<file path="src/rtl/dff_cla_5bit.sv">
//------------------------------------------------------------------------------
// Module   : dff_cla_5bit (with helper dff_ar)
// Purpose  : Registered 5-bit carry-look-ahead adder. Operands and carry-in
//            are captured in a first flop stage. A fully flattened CLA then
//            adds them. The result is captured in a second flop stage.
//            Fixed latency is 2 rising edges, and a new operation can start
//            every cycle.
// Ports    : clk   - single clock, rising-edge triggered
//            reset - asynchronous, active-low clear of every flop
//            A, B  - 5-bit unsigned addends
//            Cin   - carry in
//            Sum   - registered (A+B+Cin)[4:0]
//            Cout  - registered (A+B+Cin)[5]
// Revision : 1.0 - initial release
//------------------------------------------------------------------------------
`default_nettype none

// Single-bit D flip-flop with asynchronous active-low clear. This is the only
// storage primitive used by the adder.
module dff_ar (
  input  logic clk,
  input  logic reset,
  input  logic d,
  output logic q
);

  always_ff @(posedge clk or negedge reset) begin
    if (!reset) q <= 1'b0;
    else        q <= d;
  end

endmodule

module dff_cla_5bit (
  input  logic       clk,
  input  logic       reset,
  input  logic [4:0] A,
  input  logic [4:0] B,
  input  logic       Cin,
  output logic [4:0] Sum,
  output logic       Cout
);

  localparam int WIDTH = 5;

  // Stage 1 operand registers
  logic [WIDTH-1:0] a_r;
  logic [WIDTH-1:0] b_r;
  logic             cin_r;

  // CLA internals
  logic [WIDTH-1:0] g;
  logic [WIDTH-1:0] p;
  logic [WIDTH:0]   c;
  logic [WIDTH-1:0] sum_d;

  // Stage 2 result registers
  logic [WIDTH-1:0] sum_q;
  logic             cout_q;

  //----------------------------------------------------------------------------
  // Stage 1: capture operands
  //----------------------------------------------------------------------------
  for (genvar i = 0; i < WIDTH; i++) begin : g_stage1
    dff_ar u_a (.clk(clk), .reset(reset), .d(A[i]), .q(a_r[i]));
    dff_ar u_b (.clk(clk), .reset(reset), .d(B[i]), .q(b_r[i]));
  end

  dff_ar u_cin (.clk(clk), .reset(reset), .d(Cin), .q(cin_r));

  //----------------------------------------------------------------------------
  // Combinational CLA. Each carry is written as a flat sum of products of the
  // generate/propagate terms and cin_r. No carry depends on another carry, so
  // the depth is the same for every bit.
  //----------------------------------------------------------------------------
  assign g = a_r & b_r;
  assign p = a_r ^ b_r;

  assign c[0] = cin_r;

  assign c[1] = g[0]
              | (p[0] & c[0]);

  assign c[2] = g[1]
              | (p[1] & g[0])
              | (p[1] & p[0] & c[0]);

  assign c[3] = g[2]
              | (p[2] & g[1])
              | (p[2] & p[1] & g[0])
              | (p[2] & p[1] & p[0] & c[0]);

  assign c[4] = g[3]
              | (p[3] & g[2])
              | (p[3] & p[2] & g[1])
              | (p[3] & p[2] & p[1] & g[0])
              | (p[3] & p[2] & p[1] & p[0] & c[0]);

  assign c[5] = g[4]
              | (p[4] & g[3])
              | (p[4] & p[3] & g[2])
              | (p[4] & p[3] & p[2] & g[1])
              | (p[4] & p[3] & p[2] & p[1] & g[0])
              | (p[4] & p[3] & p[2] & p[1] & p[0] & c[0]);

  assign sum_d = p ^ c[WIDTH-1:0];

  //----------------------------------------------------------------------------
  // Stage 2: capture result
  //----------------------------------------------------------------------------
  for (genvar i = 0; i < WIDTH; i++) begin : g_stage2
    dff_ar u_sum (.clk(clk), .reset(reset), .d(sum_d[i]), .q(sum_q[i]));
  end

  dff_ar u_cout (.clk(clk), .reset(reset), .d(c[WIDTH]), .q(cout_q));

  assign Sum  = sum_q;
  assign Cout = cout_q;

endmodule

`default_nettype wire

</file>
<file path="config.mk">
export PLATFORM = sky130hd
export DESIGN_NAME = dff_cla_5bit
export DESIGN_NICKNAME = d
export VERILOG_FILES = /design/src/rtl/dff_cla_5bit.sv
export SDC_FILE = /design/constraint.sdc
export NUM_CORES = 1
export LEC_CHECK = 0
export ABC_AREA = 1
export BUFFER_PORTS_ARGS = -buffer_cell sky130_fd_sc_hd__buf_2
export CORE_AREA = 5 5 42 44
export CTS_BUF_LIST = sky130_fd_sc_hd__clkbuf_2
export DETAILED_ROUTE_END_ITERATION = 8
export DIE_AREA = 0 0 47 49
export HOLD_SLACK_MARGIN = 0.12
export PLACE_DENSITY = 0.85
export SLEW_MARGIN = 10
export SYNTH_ARGS = -nofsm -noshare
export SYNTH_HDL_FRONTEND = slang
export SYNTH_HIERARCHICAL = 1
export SYNTH_SLANG_ARGS = --single-unit
</file>
<file path="constraint.sdc">
create_clock -name clk -period 1.85 [get_ports clk]
set_clock_uncertainty 0.15 [all_clocks]
set_input_delay 0.0925 -clock clk [delete_from_list [all_inputs] [get_ports clk]]
set_output_delay 0.0925 -clock clk [all_outputs]
set_load 0.05 [all_outputs]
</file>
==> flow_results.org, run 1 <==
** Outcome
- Outcome :: complete, no violations

** Floorplan
- I/O pin count :: 19
- Chip Width :: 47 um
- The initial utilization of the core area, before any placement, comes to 0.459.
- The floorplan step defined a die boundary enclosing 0.00230 mm2.
- CORE AREA :: 0.00140 mm2
- Height of the chip :: 49 um
- Number of cell rows :: 14

** Timing
- The number of pins with negative max-slew slack in the final report was 0.
- Maximum achievable frequency :: 667 MHz
- At the pin with the least slew margin, the transition time is between 0.7 and 0.8 ns.
- Setup violations remaining at the end of the flow were counted as 0.
- Count of final hold-check violations :: 0
- Post-Route Hold Slack :: 0.266 ns
- In this run the tightest slew margin relative to its limit is 0.527.
- Final clock period utilization by the worst path :: 0.810
- Total Negative Setup Slacks :: 0 ns
- The smallest clock period supported by the final layout is computed as ~1.5 ns.
- Unrepaired setup endpoints after global routing :: false

** Clock tree
- CTS root buf :: clkbuf_2
- Once the clock tree was built, the setup fixing pass inserted 0 buffers.
- TritonCTS built the clock tree.
- After clock tree synthesis, the clock-pin slew on the worst setup and hold paths is about 0.15 ns.
- Bufs on Longest Clock Path :: 2
- H-tree depth :: 1
- Sink count of the clock tree :: 17
- Counting the buffers created by CTS gives 3.
- The later pin in the worst-skew pair is clocked with a latency of around 0.29 ns.

** Route
- After detailed routing, the average wire length per cell comes to 10.5 um.
- The routed layout has 456 vias.
- The routed design uses 98 um of met3 wire.
- Post-detailed-route count of antenna-violating nets :: 0
- Number of detailed-routing iterations run before antenna repair :: 2
- Drt drc :: 0
- After detailed routing, no signal wire sits above met4.
- The routed design uses 605 um of met2 wire.
- In the final routing, the length of wire on met1 measures 341 um.
- Count of routing violations after the opening detailed-route iteration :: 6
- After detailed routing, the total wire length is 1.08 mm.
- Vias per std cell :: 4.43

** Cells and area
- Total Nets Final :: 107
- Once layout is complete, the utilization of the core stands at 0.645.
- Number of antenna cells inserted :: 0
- Summing all multi-input logic gate instances after layout gives 180 um2.
- The layout has between 100 and 150 filler cells.
- In the final layout, flip-flops and latches occupy 425 um2.
- The area growth from synthesis to layout is 40.5%.
- In the final layout, the share of cells above drive strength 1 is 0.287.

** Worst setup path
- For this run, the slowest stage of the critical path takes 1.00 ns.
- Start-to-end type of the worst setup path :: in -> async
- Counting stages on the worst path, the most repeated cell is dlygate4sd3_1.
- For the worst setup path, the data required time is just over 2 ns.
- Among cell families on the critical path, the largest total delay comes from buffers and inverters.
- Along the worst path, the maximum fanout reaches 17.
- The worst register-to-register path has a setup slack of around 0.44 ns.
- R2R cell count :: 7
- Launching point of the worst reg2reg path :: g_stage1[1].u_a/q$_DFF_PN0_
- STA classifies the critical path endpoint as an async pin.
- Startpoint class of the critical path :: input pin
- CP Cell Sequence :: dlygate4sd3_1, buf_2, dlygate4sd3_1
- Tracing the worst setup path back leads to its startpoint at reset.
- Worst path arrival time :: 1.72 ns
- In this run the worst setup path terminates at g_stage1[0].u_b/q$_DFF_PN0_.
- Worst r2r dst :: g_stage2[4].u_sum/q$_DFF_PN0_
- CP Depth :: 3
- Cell with the biggest individual delay on the critical path :: dlygate4sd3_1
- The critical path contains buffers and inverters numbering 3 combined.

** Global route
- Total overflow reported by the global router :: 0
- Via count of the first global-routing pass :: about 480
- Largest net degree at the start of global routing :: 18
- The number of antenna violations at the first check in global routing came to 0.
- Wire length of the first global-routing pass :: approximately 1.9 mm
- Across every metal layer, demand over resource in global routing totals 0.121.

** Synthesis
- Net count after synthesis :: 71
- Post-Synth XOR/XNOR Area :: 0.0272
- The share of the Yosys chip area taken by registers is 0.661.
- Portion of netlist area occupied by mux cells :: 0
- Main combinational cell family by area after synthesis :: adder cells
- Of the total synthesized cell area, the portion taken by full adders, half adders and majority gates is 0.128.
- Simple-gate portion of the synthesized area :: 0.117
- In this run, synthesis produced a sequential element count of 17.
- The fraction of the mapped netlist area in compound gates was 0.00778.
- Ys Warns :: 6
- Gate count after technology mapping :: between 50 and 60
- The synthesized netlist occupies a cell area of 643 um2.
- The netlist uses 11 different library cells.
- Each instance of the synthesized netlist takes up on average 12.4 um2.

** Placed design
- During placement, the flow inserted port buffers numbering 18.
- HPWL after detailed placement :: ~780 um
- Routability-driven placement finished with a final weighted congestion of 0.660.

** Power
- For this design the ratio of total power to cell area is between 800 and 900 mW/mm2.
- Worst IR drop on VDD :: between 400 and 500 uV
- Leakage Power :: 0.493 nW

** Worst hold path
- The worst hold path belongs to the class in -> reg.

** Run
- Number of max-capacitance violations reported :: 0
state kept, by name, indices dropped and copies added, names as in the netlist:
register,flops
g_stage2.u_sum/q,5
u_cout/q,1
g_stage1.u_a/q,5
g_stage1.u_b/q,5
u_cin/q,1
worst register-to-register path, delay by kind of cell (launching register included):
kind	cells	cell delay, ns
flops	1	0.39
simple gates	6	0.46
fa+ha+maj	1	0.33
how the worst min path moves through the flow:
stage | slack [ns] | cells past startpoint | start | endpoint
6_report | 0.27 | 2 | A[2] | g_stage1[2].u_a/q$_DFF_PN0_
5_1_grt | 0.25 | 2 | A[2] | g_stage1[2].u_a/q$_DFF_PN0_
4_1_cts | 0.26 | 2 | B[3] | g_stage1[3].u_b/q$_DFF_PN0_
3_5_place_dp | -0.13 | 1 | reset | u_cout/q$_DFF_PN0_
3_3_place_gp | -0.14 | 1 | reset | u_cout/q$_DFF_PN0_
2_1_floorplan | -0.35 | 0 | reset | g_stage1[0].u_a/q$_DFF_PN0_
cell type report:
cell class / count / area share
inverters: 10 / 0.0416
clock buffers: 4 / 0.0222
repair buffers: 31 / 0.244
multi-input cells: 25 / 0.199
flip-flops and latches: 17 / 0.471
well taps: 16 / 0.0222
Yosys cell counts:
library cell / number / share of area
dfrtp_1: 17 / 0.66
inv_1: 10 / 0.058
nand2_1: 10 / 0.058
ha_1: 5 / 0.097
nand3_1: 3 / 0.023
nand2_2: 2 / 0.019
a21oi_1: 1 / 0.0078
fa_1: 1 / 0.031
nand3_2: 1 / 0.016
xnor2_1: 1 / 0.014
xor2_1: 1 / 0.014
repair_timing:
action,CTS,global route
hold buffers,13,0
resized for setup,0,0
setup endpoints to repair,0,0
endpoints found under the hold margin,28,0
through the flow:
stage / power [mW] / cell area [um2] / std cells / setup WS (ns)
after floorplan: 0.552 / 643 / 52 / 0.528
after global placement: 0.597 / 753 / 86 / 0.496
after detailed placement: 0.606 / 753 / 86 / 0.430
after CTS: 0.793 / 903 / 103 / 0.321
after global routing: 0.831 / 903 / 103 / 0.185
final: 0.781 / 903 / 103 / 0.351
per-layer routing:
metal	global-route usage	up-vias
li1	-	225
met1	0.116	209
met2	0.208	17
met3	0.0332	5
met4	0.0829	0
met5	0	-
cell usage in the layout (no fill, tap or decap):
master          n
inv_1          10
dfrtp_1        17
nand2_1        10
xor2_1          1
clkbuf_2        4
buf_2          18
nand3_1         3
a21oi_1         1
dlygate4sd3_1  13
ha_1            5
nand3_2         1
xnor2_1         1
fa_1            1
nand2_2         2
report_power, final:
group | internal, mW | switching (mW) | total, mW
clock | 0.0573 | 0.107 | 0.165
combinational | 0.0672 | 0.135 | 0.203
sequential | 0.405 | 0.00919 | 0.414
cell families after synthesis:
kind of cell | Yosys count
buffers and inverters | 10
adder cells (fa/ha/maj) | 6
XOR/XNOR | 2
flip-flops | 17
AND/OR/NAND/NOR | 16
AO/OA/AOI/OAI | 1
No activity file was read; power rests on OpenSTA's default activity.
==> run 2, diff against run 1 <==
- clock period: 1.85 -> 1.4 ns (I/O delays scaled with it)
==> run 2 against run 1 <==
Effect of this change: register-to-register slack worse by 0.41 ns; cell area up 6.2%; via count up 5.0%; first-iteration DRC count down 33%; critical path depth up 3; wire length up 14%; critical path type is now reg -> reg; critical endpoint is now g_stage2[4].u_sum/q$_DFF_PN0_.
==> flow_results.org, run 2 (synthesized netlist as in run 1, its figures left out) <==
** Placed design
- HPWL after detailed placement :: 776 um
- At the end of routability-driven placement, the weighted congestion stood at 0.660.
- Prior to clock tree synthesis, the placed netlist has a worst setup slack of -0.0200 ns.
- Buffers placed on the I/O ports in this run total 18.
- Once placement finished, the instance area stood at around 750 um2.

** Timing
- Unrepaired setup endpoints after global routing :: true
- Count of pins over their slew limit :: 0
- Final clock period utilization by the worst path :: 0.976
- Worst-Margin Slew :: 0.346 ns
- Timing would allow up to 732 MHz.
- Final setup violating endpoints :: 0
- The worst path in the final design needs a cycle of 1.37 ns, including I/O delays and setup.
- Least setup slack across all paths after layout :: roughly 0.033 ns
- The worst pin sits at a relative slew slack of 0.769.
- Count of final hold-check violations :: 0

** Worst setup path
- The worst setup path is launched from a flop.
- Worst path arrival time :: 1.42 ns
- Highest fanout seen on the critical path :: 3
- STA classifies the critical path endpoint as a flop.
- Worst EP required :: 1.45 ns
- Start-to-end type of the worst setup path :: reg -> reg

** Route
- After detailed routing, the average wire length per cell comes to 11.7 um.
- For this run, the detailed router's first-pass iteration total came to 4.
- For this block, the initial DRC count from the detailed router was 4.
- Once detail routing completed, the nets flagged for antenna violations numbered 0.
- Vias per std cell :: 4.56
- For this block, the via count after detailed routing is 479.
- In the routed design, unresolved DRC markers number 0.
- Total wire length after detailed routing :: 1.23 mm

** Clock tree
- CTS buffer count :: 3
- Clock edge transition at the registers on the reported setup and hold paths :: 0.16 ns
- H-tree depth :: 1
- For this design, the sink count on the clock tree is 17.
- For the worst-skew pair, the clock arrives at the later sink with an insertion delay of about 0.3 ns.
- Bufs on Longest Clock Path :: 2
- CTS placed an instance of clkbuf_2 at the clock tree root.
- TritonCTS clock tree :: done

** Worst hold path
- In this run the worst hold path is classified as in -> reg.

** Power
- The completed layout was analyzed and its total power is roughly 1.1 mW.
- Across the VDD grid, the largest voltage drop is 628 uV.
- Pwr/cell area :: around 1100 mW/mm2
- For this design the static power due to leakage is between 0.5 and 0.6 nW.

** Cells and area
- Area occupied by multi-input gates :: between 200 and 250 um2
- Leading cell type in the layout, fill and taps excluded :: buf_2
- Leaving out fill and tap cells, the most frequent cells in the layout are buf_2 (18), dfrtp_1 (17), dlygate4sd3_1 (13).
- At the end of the flow, the number of nets in the layout was approximately 110.
- Across the whole layout, storage elements account for 425 um2.
- Number of fill cells in the layout :: around 110
- Measured on the finished design, the core utilization comes to 0.685.
- The largest registers in the layout are g_stage1.u_a/q (5), g_stage1.u_b/q (5), g_stage2.u_sum/q (5).
- The number of antenna diodes in the final layout is 0.
- Share of final-layout standard cells stronger than drive strength 1 :: 0.393
- The area growth from synthesis to layout is 49.2%.
- Post-route cell area :: around 960 um2

** Floorplan
- Measured along the x axis, the die boundary spans 47 um.
- Starting Density :: 0.459
- For this design the top-level I/O count stands at 19.
- From bottom edge to top edge, the die measures 49 um.
- After floorplanning, the core was divided into 14 placement rows.
- After floorplanning, the core was sized to cover around 0.0014 mm2.
- Floorplan die area :: 0.00230 mm2

** Global route
- Entering global routing, the biggest net connects 18 pins.
- For this run the aggregate overflow at the end of global routing stands at 0.
- In the global route stage, overall resource usage came out at 0.130.
- The number of antenna violations at the first check in global routing was 0.
- Via count of the first global-routing pass :: 495
- The first global-routing pass estimated approximately 2.0 mm of wire.

** Outcome
- The run finished with clean final reports.

** Run
- Max-cap violations in this run came to 0.
-- run 2: per-stage QoR --
stage | hold WS (ns) | cells | TNS, ns
floorplan | -0.376 | 52 | 0
global placement | -0.161 | 86 | 0
detailed placement | -0.150 | 86 | -0.0288
CTS | 0.235 | 103 | 0
global route | 0.231 | 105 | -0.109
finish | 0.233 | 105 | 0
-- run 2: metal layers --
layer  part of all wire  vias up  wire, um  global-route usage
met2               0.57       21       703               0.242
met3              0.087        5       107              0.0332
met1               0.31      223       379               0.109
li1                   -      230         -                   -
met4              0.033        0        41              0.0829
met5                  0        -         0                   0
-- run 2: final timing paths --
check	from	cells after the start	slack (ns)	end
max in group asynchronous	reset	3	0.27	g_stage1[0].u_b/q$_DFF_PN0_
min in group asynchronous	reset	3	0.56	u_cout/q$_DFF_PN0_
min	A[2]	2	0.23	g_stage1[2].u_a/q$_DFF_PN0_
min reg2reg	g_stage1[4].u_a/q$_DFF_PN0_	3	0.45	u_cout/q$_DFF_PN0_
max reg2reg	g_stage1[1].u_b/q$_DFF_PN0_	6	0.03	g_stage2[4].u_sum/q$_DFF_PN0_
max	g_stage1[1].u_b/q$_DFF_PN0_	6	0.03	g_stage2[4].u_sum/q$_DFF_PN0_
-- run 2: where the power goes --
group          internal [mW]  switching [mW]  total [mW]
Combinational          0.103           0.190       0.293
Sequential             0.535          0.0145       0.549
Clock                 0.0757           0.151       0.226
-- run 2: layout make-up --
type	instances	share of cell area
sequential	17	0.443
timing repair buffer	33	0.245
multi-input combinational	25	0.231
inverter	10	0.0391
clock buffer	4	0.0209
tap	16	0.0209
-- run 2: worst max-delay path: stages (launching register included) --
cell and delay, ns:
dfrtp_1 0.43, ha_4 0.30, nand3_2 0.09, nand3_4 0.11, nand2_2 0.06, nand3_1 0.07
nand2_1 0.06
-- run 2: what timing repair did --
action,in CTS,in global routing
pin swaps,0,5
setup buffers,0,2
hold buffers,13,0
hold endpoints to repair,28,0
gates resized for setup,1,8
setup endpoints to repair,3,3
